**src/rtl/rocc_arb_pkg.sv**
```systemverilog
// Shared constants, payload struct and helpers for the RoCC command arbiter.
package rocc_arb_pkg;

  localparam int FUNCT_W  = 7;
  localparam int RD_W     = 5;
  // Widest operand the payload struct carries; narrower XLEN builds use the low bits.
  localparam int XLEN_MAX = 64;

  function automatic int id_w(input int n);
    return $clog2(n);
  endfunction

  typedef struct packed {
    logic [FUNCT_W-1:0]  funct;
    logic [RD_W-1:0]     rd;
    logic                xd;
    logic [XLEN_MAX-1:0] rs1;
    logic [XLEN_MAX-1:0] rs2;
  } cmd_t;

endpackage

```
**src/rtl/rocc_id_fifo.sv**
```systemverilog
// In-order FIFO of source IDs for commands still awaiting a response.
// A push is dropped while full, even if a pop happens in the same cycle.
module rocc_id_fifo #(
  parameter int DEPTH = 4,
  parameter int W     = 1
) (
  input  logic                       clock,
  input  logic                       reset,
  input  logic                       push,
  input  logic [W-1:0]               push_id,
  input  logic                       pop,
  output logic                       full,
  output logic                       empty,
  output logic [W-1:0]               head,
  output logic [$clog2(DEPTH):0]     count
);

  localparam int PTR_W = $clog2(DEPTH);
  localparam int CNT_W = PTR_W + 1;

  logic [W-1:0]     mem [DEPTH];
  logic [PTR_W-1:0] wr_ptr;
  logic [PTR_W-1:0] rd_ptr;
  logic             do_push;
  logic             do_pop;

  assign full    = (count == CNT_W'(DEPTH));
  assign empty   = (count == '0);
  assign do_push = push & !full;
  assign do_pop  = pop & !empty;
  assign head    = mem[rd_ptr];

  always_ff @(posedge clock) begin
    if (do_push) begin
      mem[wr_ptr] <= push_id;
    end
  end

  always_ff @(posedge clock) begin
    if (reset) begin
      wr_ptr <= '0;
      rd_ptr <= '0;
      count  <= '0;
    end else begin
      if (do_push) begin
        wr_ptr <= wr_ptr + 1'b1;
      end
      if (do_pop) begin
        rd_ptr <= rd_ptr + 1'b1;
      end
      count <= count + CNT_W'(do_push) - CNT_W'(do_pop);
    end
  end

endmodule

```
**src/rtl/rocc_cmd_arbiter.sv**
```systemverilog
// Round-robin sharing of one RoCC accelerator among NREQ sources, with in-order
// response routing. Optional watchdog on stalled responses: ROCC_ARB_WDOG_EN.
module rocc_cmd_arbiter
  import rocc_arb_pkg::*;
#(
  parameter int NREQ           = 2,
  parameter int XLEN           = 64,
  parameter int MAX_OUTST      = 4,
  parameter int TIMEOUT_CYCLES = 1024
) (
  input  logic                   clock,
  input  logic                   reset,
  input  logic [NREQ-1:0]        src_cmd_valid,
  output logic [NREQ-1:0]        src_cmd_ready,
  input  logic [NREQ*FUNCT_W-1:0] src_cmd_funct,
  input  logic [NREQ*RD_W-1:0]   src_cmd_rd,
  input  logic [NREQ-1:0]        src_cmd_xd,
  input  logic [NREQ*XLEN-1:0]   src_cmd_rs1,
  input  logic [NREQ*XLEN-1:0]   src_cmd_rs2,
  output logic                   acc_cmd_valid,
  input  logic                   acc_cmd_ready,
  output logic [FUNCT_W-1:0]     acc_cmd_funct,
  output logic [RD_W-1:0]        acc_cmd_rd,
  output logic                   acc_cmd_xd,
  output logic [XLEN-1:0]        acc_cmd_rs1,
  output logic [XLEN-1:0]        acc_cmd_rs2,
  input  logic                   acc_resp_valid,
  output logic                   acc_resp_ready,
  input  logic [RD_W-1:0]        acc_resp_rd,
  input  logic [XLEN-1:0]        acc_resp_data,
  output logic [NREQ-1:0]        src_resp_valid,
  input  logic [NREQ-1:0]        src_resp_ready,
  output logic [RD_W-1:0]        src_resp_rd,
  output logic [XLEN-1:0]        src_resp_data,
  output logic                   busy,
  output logic                   err_spurious,
  output logic                   wdog_irq,
  input  logic                   err_clear
);

  localparam int ID_W  = id_w(NREQ);
  localparam int CNT_W = $clog2(MAX_OUTST) + 1;

  cmd_t             src_cmd [NREQ];
  cmd_t             sel;
  logic [NREQ-1:0]  cand;
  logic             found;
  logic [ID_W-1:0]  new_idx;
  logic [ID_W-1:0]  grant_idx;
  logic [ID_W-1:0]  rr_ptr;
  logic [ID_W-1:0]  lock_idx;
  logic             locked;
  logic             cmd_fire;
  logic             fifo_push;
  logic             fifo_pop;
  logic             fifo_full;
  logic             fifo_empty;
  logic [ID_W-1:0]  fifo_head;
  logic [CNT_W-1:0] fifo_count;
  logic             spurious;
  int               idx;

  always_comb begin
    for (int i = 0; i < NREQ; i++) begin
      src_cmd[i].funct = src_cmd_funct[i*FUNCT_W +: FUNCT_W];
      src_cmd[i].rd    = src_cmd_rd[i*RD_W +: RD_W];
      src_cmd[i].xd    = src_cmd_xd[i];
      src_cmd[i].rs1   = XLEN_MAX'(src_cmd_rs1[i*XLEN +: XLEN]);
      src_cmd[i].rs2   = XLEN_MAX'(src_cmd_rs2[i*XLEN +: XLEN]);
      cand[i]          = src_cmd_valid[i] & !(src_cmd_xd[i] & fifo_full);
    end
  end

  // Search from rr_ptr, which always names the source after the last one accepted.
  always_comb begin
    found   = 1'b0;
    new_idx = '0;
    idx     = 0;
    for (int off = 0; off < NREQ; off++) begin
      idx = (int'(rr_ptr) + off) % NREQ;
      if (!found && cand[ID_W'(idx)]) begin
        found   = 1'b1;
        new_idx = ID_W'(idx);
      end
    end
  end

  // Valid/ready: a transfer happens on a cycle where valid and ready are both high;
  // once valid is raised the payload and grant stay fixed until that transfer.
  assign grant_idx     = locked ? lock_idx : new_idx;
  assign acc_cmd_valid = !reset & (locked | found);
  assign sel           = acc_cmd_valid ? src_cmd[grant_idx] : '0;
  assign cmd_fire      = acc_cmd_valid & acc_cmd_ready;
  assign src_cmd_ready = cmd_fire ? (NREQ'(1) << grant_idx) : '0;

  assign acc_cmd_funct = sel.funct;
  assign acc_cmd_rd    = sel.rd;
  assign acc_cmd_xd    = sel.xd;
  assign acc_cmd_rs1   = sel.rs1[XLEN-1:0];
  assign acc_cmd_rs2   = sel.rs2[XLEN-1:0];

  assign fifo_push = cmd_fire & sel.xd;

  rocc_id_fifo #(
    .DEPTH (MAX_OUTST),
    .W     (ID_W)
  ) u_id_fifo (
    .clock   (clock),
    .reset   (reset),
    .push    (fifo_push),
    .push_id (grant_idx),
    .pop     (fifo_pop),
    .full    (fifo_full),
    .empty   (fifo_empty),
    .head    (fifo_head),
    .count   (fifo_count)
  );

  // With nothing outstanding the response is swallowed and flagged instead of routed.
  assign acc_resp_ready = reset ? 1'b0 : (fifo_empty ? 1'b1 : src_resp_ready[fifo_head]);
  assign src_resp_valid = (!reset && acc_resp_valid && !fifo_empty) ? (NREQ'(1) << fifo_head) : '0;
  assign src_resp_rd    = reset ? '0 : acc_resp_rd;
  assign src_resp_data  = reset ? '0 : acc_resp_data;
  assign fifo_pop       = acc_resp_valid & acc_resp_ready & !fifo_empty;
  assign spurious       = !reset & acc_resp_valid & fifo_empty;
  assign busy           = !reset & (acc_cmd_valid | (fifo_count != '0));

  always_ff @(posedge clock) begin
    if (reset) begin
      rr_ptr       <= '0;
      locked       <= 1'b0;
      lock_idx     <= '0;
      err_spurious <= 1'b0;
    end else begin
      if (cmd_fire) begin
        locked <= 1'b0;
        rr_ptr <= (grant_idx == ID_W'(NREQ-1)) ? '0 : grant_idx + 1'b1;
      end else if (acc_cmd_valid) begin
        locked   <= 1'b1;
        lock_idx <= grant_idx;
      end
      if (spurious) begin
        err_spurious <= 1'b1;
      end else if (err_clear) begin
        err_spurious <= 1'b0;
      end
    end
  end

`ifdef ROCC_ARB_WDOG_EN
  localparam int WD_W = $clog2(TIMEOUT_CYCLES);

  logic [WD_W-1:0] wd_cnt;
  logic            wd_hit;

  // The counter parks at the limit so the flag keeps reasserting until the stall ends.
  assign wd_hit = !fifo_empty && !fifo_pop && (wd_cnt == WD_W'(TIMEOUT_CYCLES-1));

  always_ff @(posedge clock) begin
    if (reset) begin
      wd_cnt   <= '0;
      wdog_irq <= 1'b0;
    end else begin
      if (fifo_empty || fifo_pop) begin
        wd_cnt <= '0;
      end else if (!wd_hit) begin
        wd_cnt <= wd_cnt + 1'b1;
      end
      if (wd_hit) begin
        wdog_irq <= 1'b1;
      end else if (err_clear) begin
        wdog_irq <= 1'b0;
      end
    end
  end
`else
  logic unused_timeout;
  assign unused_timeout = (TIMEOUT_CYCLES == 0);
  assign wdog_irq       = 1'b0;
`endif

endmodule

```
**config.mk**
```make
export PLATFORM = sky130hd
export DESIGN_NAME = rocc_cmd_arbiter
export DESIGN_NICKNAME = d
export VERILOG_FILES = /design/src/rtl/rocc_arb_pkg.sv /design/src/rtl/rocc_id_fifo.sv /design/src/rtl/rocc_cmd_arbiter.sv
export SDC_FILE = /design/constraint.sdc
export NUM_CORES = 1
export LEC_CHECK = 0
export ABC_CLOCK_PERIOD_IN_PS = 3100
export CORE_AREA = 5 5 224 226
export DETAILED_ROUTE_END_ITERATION = 6
export DIE_AREA = 0 0 229 231
export PLACE_DENSITY = 0.37
export SLEW_MARGIN = 15
export SYNTH_ARGS = -nofsm -noshare
export SYNTH_HDL_FRONTEND = slang
export SYNTH_SLANG_ARGS = --single-unit
export TNS_END_PERCENT = 20
```
**constraint.sdc**
```tcl
create_clock -name clock -period 3.1 [get_ports clock]
set_input_delay 0.775 -clock clock [delete_from_list [all_inputs] [get_ports clock]]
set_output_delay 0.775 -clock clock [all_outputs]
set_load 0.03 [all_outputs]
```
==> results of run 1 <==
-- layout make-up --
type                            instances  area share (%)
Sequential cell                        17           3.643
Clock inverter                          1         0.04794
Timing Repair Buffer                  632           60.71
Inverter                                8          0.2876
Tap cell                              622           7.454
Multi-Input combinational cell        558           27.13
Clock buffer                            3          0.7191
-- critical path: stages (launching register included) --
cell and delay, ps:
dfxtp_1 430, mux2i_4 290, buf_12 170, buf_12 160, buf_12 230, nand2_1 260, a21oi_1 190, buf_4 170
-- how the worst min path moves through the flow --
stage / to
after floorplan: register
after detailed placement: register
after CTS: register
after global routing: u_id_fifo.rd_ptr[1]
final: register
after global placement: u_id_fifo.rd_ptr[1]
-- power breakdown --
part           switching (W)  internal, W
Sequential         0.0000141     0.000242
Combinational        0.00112      0.00101
Clock              0.0000941     0.000173
Total                0.00123      0.00142
-- layer usage --
metal / track usage (%) / up-vias
li1: - / 3218
met1: 11.58 / 2946
met2: 24.07 / 387
met3: 4.796 / 28
met4: 4.980 / 0
met5: 0 / -
-- cell families (layout without fill, tap and decap cells) --
family | after synthesis | count (layout)
AO/OA/AOI/OAI | 152 | 152
multiplexers | 6 | 6
flip-flops | 17 | 17
buffers and inverters | 65 | 644
XOR/XNOR | 2 | 2
adder cells (fa/ha/maj) | 7 | 7
AND/OR/NAND/NOR | 389 | 390
other | 1 | 1
-- metrics by stage --
stage          instance area [um2]  utilization [%]  setup TNS (ps)  hold slack [ps]  worst slack (ps)
2_1_floorplan                 3382                -               0            430.0             245.8
5_1_grt                      10440            21.69         -0.1932            527.8           -0.1932
4_1_cts                      10320            21.44           -1164            480.4            -57.57
6_report                     10440            21.69               0            473.7             78.33
3_5_place_dp                  9943            20.66          -44050            455.2            -504.2
3_3_place_gp                  9943            20.66          -42090            456.7            -486.1
-- what timing repair did --
action                     CTS  global route
resized for setup          237            17
gates cloned                 3             5
buffers inserted             4             0
setup endpoints to repair  131           105
pin swaps                    1             2
-- placed cells by master, fill, tap and decap left out, types with 3 or more instances in the layout --
cell type          n
clkdlybuf4s50_1  384
nand2_1          280
buf_4            142
a21oi_1          117
nor2b_1           73
clkdlybuf4s15_2   40
a21oi_2           28
buf_12            25
dfxtp_1           13
buf_6             13
buf_2             11
nor2_1             9
inv_1              8
nor3_1             7
clkbuf_16          7
ha_1               6
clkbuf_2           6
and3_1             4
edfxtp_1           4
nand2b_1           3
o21ai_0            3
buf_16             3
==> metrics.md, run 1 <==
| Metric | Value |
|---|---|
| Outcome | completed |
| Netlist cell types | 38 |
| Clk pin slew, worst setup/hold paths | 60 ps |
| Layout cells sized above 1 | roughly a quarter |
| Async S/R FF share, synth | 0% |
| I/O pin total | about 580 |
| Die H | 231 um |
| Synth cell count leaders | 281 x nand2_1, 145 x a21oi_1, 73 x nor2b_1 |
| Post-route ant nets | 0 |
| Via count | around 6,600 |
| CTS buffer count | 3 |
| GRT overflow | 0 |
| Syn nets | 1,006 |
| IO Port Bufs | 576 |
| FP Rows | 81 |
| Final GP Congestion | roughly 0.85 |
| Max-cap violation count | 0 |
| Arr. time, crit path | ~2300 ps |
| Adder-Cell Fraction of Synth Area | under 10% |
| Hold Violations, Final | 0 |
| Largest family of logic cells by synthesized area | simple AND/OR/NAND/NOR gates |
| # hold bufs at CTS | 0 |
| Final period util | between 90% and 100% |
| Final Critical Period | around 3000 ps |
| Mapped Avg Cell Area | about 5.3 um2 |
| Seq/Total Area, Yosys | around 11% |
| Fmax | around 330 MHz |
| Drt drc | 0 |
| RSZ-0062 raised after global routing | true |
| CORE AREA | between 0.04 and 0.05 mm2 |
| Pre-Repair DR Iteration Count | 4 |
| Final wirelength | 36.63 mm |
| LEAKAGE | between 4 and 5 nW |
| Non-filler cells, final | approximately 1,800 |
| Crit path capture | acc_cmd_rs2[16] |
| Met2 Routed Length | roughly 19 mm |
| Gr usage total | between 10% and 20% |
| Die ar. | 0.05290 mm2 |
| Fin. max-slew vios | 0 |
| CTS sink cnt | 17 |
| Hold Path Origin | u_id_fifo.rd_ptr[1] |
| Hold path depth | 1 |
| YS warnings | 0 |
| Synth top area share | approximately 31% |
| Power per standard cell area | ~250 mW/mm2 |
| Worst ir drop on vdd | about 0.00015 V |
| First-pass GRT wire length | 48.77 mm |
| Antenna violations before repair | 0 |
| Average routed wire per standard cell | between 15 and 20 um |
| Die width | between 200 and 250 um |
| Max_slew headroom | about 61% |
| R2r endpoint | u_id_fifo.count[2] |
| Total Nets Final | 1,587 |
| Largest cells by area after synthesis | nand2_1 31%, a21oi_1 21%, nor2b_1 14%, dfxtp_1 7.7%, edfxtp_1 3.6% |
| HP Class | reg -> reg |
| Htree depth | 1 |
| Highest routed metal layer | met4 |
| Synth Cell Area | roughly 0.0034 mm2 |
| Largest net degree at the start of global routing | between 50 and 60 |
| Via/cell ratio | around 3.6 |
| Clock root cell | clkbuf_16 |
| Clock buffer depth | 2 |
| Fill count | around 5,400 |
| Area grow syn2layout | 208.7% |
| Antenna Cells | 0 |
| Number of synthesized flops with an enable pin | 4 |
| DRT iter0 DRCs | about 220 |
| Vias in the first global route | around 7,000 |
| Simple-gate share of the synthesized area | 51.02% |
| Area leader, netlist | nand2_1 |
| Critical Path Sink Type | primary output |
| Minimum setup slack among reg-to-reg paths | ~380 ps |
| Clock Skew | roughly 0.89 ps |
| Worst setup path startpoint | locked |
| Measured slew at the worst slew-check pin | slightly below 600 ps |
| CTS tree | yes |
| Setup crit start kind | register |
| Final Power | approximately 0.0026 W |
| FF-to-FF path depth | 9 |
| Synth Flop Type | dfxtp_1 |
| Final setup viols | 0 |
| Clk_lat worst skew | about 250 ps |
| Post-synthesis mux area share | under 10% |
| Post-synthesis compound-gate area fraction | 22.86% |
| Worst Path Required | roughly 2300 ps |
| Register bit count reported by yosys | 17 |
| M1 WL | 12.32 mm |
| Syn Inst Count | ~640 |
| Initial Utilization | roughly 7.0% |
| Multi-input logic area | about 0.0028 mm2 |
| Most numerous cell in the Yosys netlist | nand2_1 |
| Dpl cells | about 1,800 |
| FF/Latch Area | roughly 380 um2 |
| Max Fanout on Critical Path | 42 |
| Post-synthesis xor/xnor area fraction | 0.5179% |
| Kind of critical path | reg -> out |
| HPWL after detailed placement | a little over 30 mm |
| Met3 WL | 3.370 mm |
Power figures use the tool's default switching activity.
==> inputs of run 2 (changes only) <==
--- a/config.mk
+++ b/config.mk
@@ -6,10 +6,11 @@
 export NUM_CORES = 1
 export LEC_CHECK = 0
 export ABC_CLOCK_PERIOD_IN_PS = 3100
-export CORE_AREA = 5 5 224 226
+export CORE_AREA = 5 5 221 223
 export DETAILED_ROUTE_END_ITERATION = 6
-export DIE_AREA = 0 0 229 231
-export PLACE_DENSITY = 0.37
+export DIE_AREA = 0 0 226 228
+export DONT_BUFFER_PORTS = 1
+export PLACE_DENSITY = 0.3
 export SLEW_MARGIN = 15
 export SYNTH_ARGS = -nofsm -noshare
 export SYNTH_HDL_FRONTEND = slang
==> run 2 against run 1 <==
  * Sequential cell count is the same
  * Utilization shrank 9.7 points
  * Via count shrank 23%
  * Critical endpoint is now acc_cmd_rs1[7]
  * Largest power group unchanged
  * Highest routed layer is now met5
==> metrics.md, run 2 (same netlist as run 1, synthesis figures left out) <==
| Metric | Value |
|---|---|
| Outcome | completed |
| Final WS setup | between 100 and 150 ps |
| Max_slew headroom | between 40% and 50% |
| Average routed wire per standard cell | ~22 um |
| Crit path buf inv count | 3 |
| Fmax | between 300 and 400 MHz |
| Die width | approximately 230 um |
| Final wirelength | 30.45 mm |
| Clk pin slew, worst setup/hold paths | around 50 ps |
| Commonest non-fill, non-tap cell in the layout | nand2_1 |
| Placement Setup Slack | around 300 ps |
| LEAKAGE | 2.429 nW |
| GRT overflow | 0 |
| Antenna violations before repair | 12 |
| Htree depth | 1 |
| Post-CTS setup buffers | 0 |
| HPWL after detailed placement | roughly 26 mm |
| Clk_lat worst skew | between 200 and 300 ps |
| CP Cell Sequence | buf_4 > mux2i_4 > buf_12 > nand2_1 > a21oi_1 > buf_4 |
| FP Rows | 79 |
| IO Port Bufs | 0 |
| Final period util | a little over nine tenths |
| First-pass GRT wire length | 37.34 mm |
| Arr. time, crit path | 2210 ps |
| Final GP Congestion | between 0.9 and 1 |
| Via/cell ratio | 3.604 |
| Via count | 5,049 |
| Fin util | 11.98% |
| Crit-path leading delay family | buffers and inverters |
| Final Critical Period | ~3000 ps |
| Initial Utilization | about 7.3% |
| Die ar. | about 0.05 mm2 |
| RSZ-0062 raised after global routing | false |
| Clock buffer depth | 2 |
| Critical Path Sink Type | primary output |
| Hold Violations, Final | 0 |
| Worst path most repeated cell | buf_4 |
| DP Area | 0.005431 mm2 |
| Power per standard cell area | about 340 mW/mm2 |
| Pre-Repair DR Iteration Count | 6 |
| Fin. max-slew vios | 0 |
| Final Instance Area | between 0.005 and 0.006 mm2 |
| Sum of negative setup slack | 0 ps |
| # hold bufs at CTS | 0 |
| CORE AREA | approximately 0.046 mm2 |
| CTS tree | yes |
| CTS buffer count | 3 |
| Post-route ant nets | 0 |
| Final setup viols | 0 |
| Kind of critical path | reg -> out |
| Clock Skew | roughly 1.4 ps |
| Drt drc | 0 |
| Worst Path Required | roughly 2300 ps |
| Vias in the first global route | ~4,900 |
| I/O pin total | 579 |
| Largest net degree at the start of global routing | 91 |
| Measured slew at the worst slew-check pin | 782.8 ps |
| Worst ir drop on vdd | ~0.00017 V |
| Area grow syn2layout | 64.19% |
| HP Class | reg -> reg |
| Setup crit start kind | register |
| Max Fanout on Critical Path | 90 |
| Layout cells sized above 1 | 27.30% |
| Max-cap violation count | 0 |
| Total Nets Final | between 1,000 and 1,500 |
| Clock root cell | clkbuf_16 |
| Die H | 228 um |
| Highest-delay cell along the critical path | dfxtp_2 |
| Leading cell types in the layout, fill and taps excluded | 281 x nand2_1, 192 x buf_4, 145 x a21oi_1 |
| CTS sink cnt | 17 |
| Crit-path max cell delay | between 400 and 500 ps |
| Final Power | between 0.0015 and 0.002 W |
| DRT iter0 DRCs | around 200 |
| Gr usage total | between 10% and 20% |
-- run 2: changes by cell type in the layout (fill, tap and decap cells not counted), sizes merged --
cell	change
clkdlybuf4s50	-384
mux2	+1
clkbuf	-10
buf	+3
dlymetal6s2s	-1
clkdlybuf4s15	-41
dlygate4sd2	-1
or2	-1
diode	+10
bufbuf	-1
-- run 2: metal layers --
| metal | wire (um) | global-route usage, % | vias up |
|---|---|---|---|
| met5 | 27 | 0 | - |
| met4 | 1604 | 4.521 | 4 |
| met3 | 3093 | 2.941 | 32 |
| met2 | 16810 | 20.94 | 395 |
| met1 | 8913 | 8.564 | 2269 |
| li1 | - | - | 2349 |
-- run 2: final timing paths --
kind                        from             endpoint  slack [ps]  depth (start not counted)
max                       locked       acc_cmd_rs1[7]         120                          6
min          u_id_fifo.rd_ptr[1]  u_id_fifo.rd_ptr[1]         460                          1
max reg2reg             register   u_id_fifo.count[2]         420                          9
min reg2reg  u_id_fifo.rd_ptr[1]  u_id_fifo.rd_ptr[1]         460                          1
-- run 2: cell type report --
| type | instances | area, um2 |
|---|---|---|
| clock buffers | 3 | 75.07 |
| well taps | 607 | 759.5 |
| inverters | 8 | 30.03 |
| clock inverters | 1 | 5.005 |
| flip-flops and latches | 17 | 381.6 |
| diodes | 10 | 25.02 |
| fillers | 5439 | 40810 |
| repair buffers | 197 | 1541 |
| multi-input cells | 558 | 2735 |
-- run 2: worst register-to-register path, stage by stage, from the launching register on --
cell and delay [ps]:
dfxtp_1 330, mux4_2 570, nor4bb_2 220, or2_2 340, ha_1 280, inv_1 40
ha_1 190, fa_1 410, xnor2_1 170, nor2_1 50
-- run 2: stage by stage --
step,std cells,hold WS (ps)
floorplan,639,430.0
global placement,1386,449.1
detailed placement,1386,451.9
CTS,1390,463.8
global route,1395,495.9
finish,1401,455.3
-- run 2: timing repair --
item | CTS | global route
resized for setup | 0 | 1
hold endpoints to repair | 0 | 0
setup endpoints to repair | 0 | 2
-- run 2: where the power goes --
| part | switching, W | internal [W] | total [W] | leakage, nW |
|---|---|---|---|---|
| registers | 0.0000235 | 0.000242 | 0.000265 | 0.143 |
| clock network | 0.0000870 | 0.000173 | 0.000260 | 0.0409 |
| logic | 0.000935 | 0.000430 | 0.00137 | 2.24 |
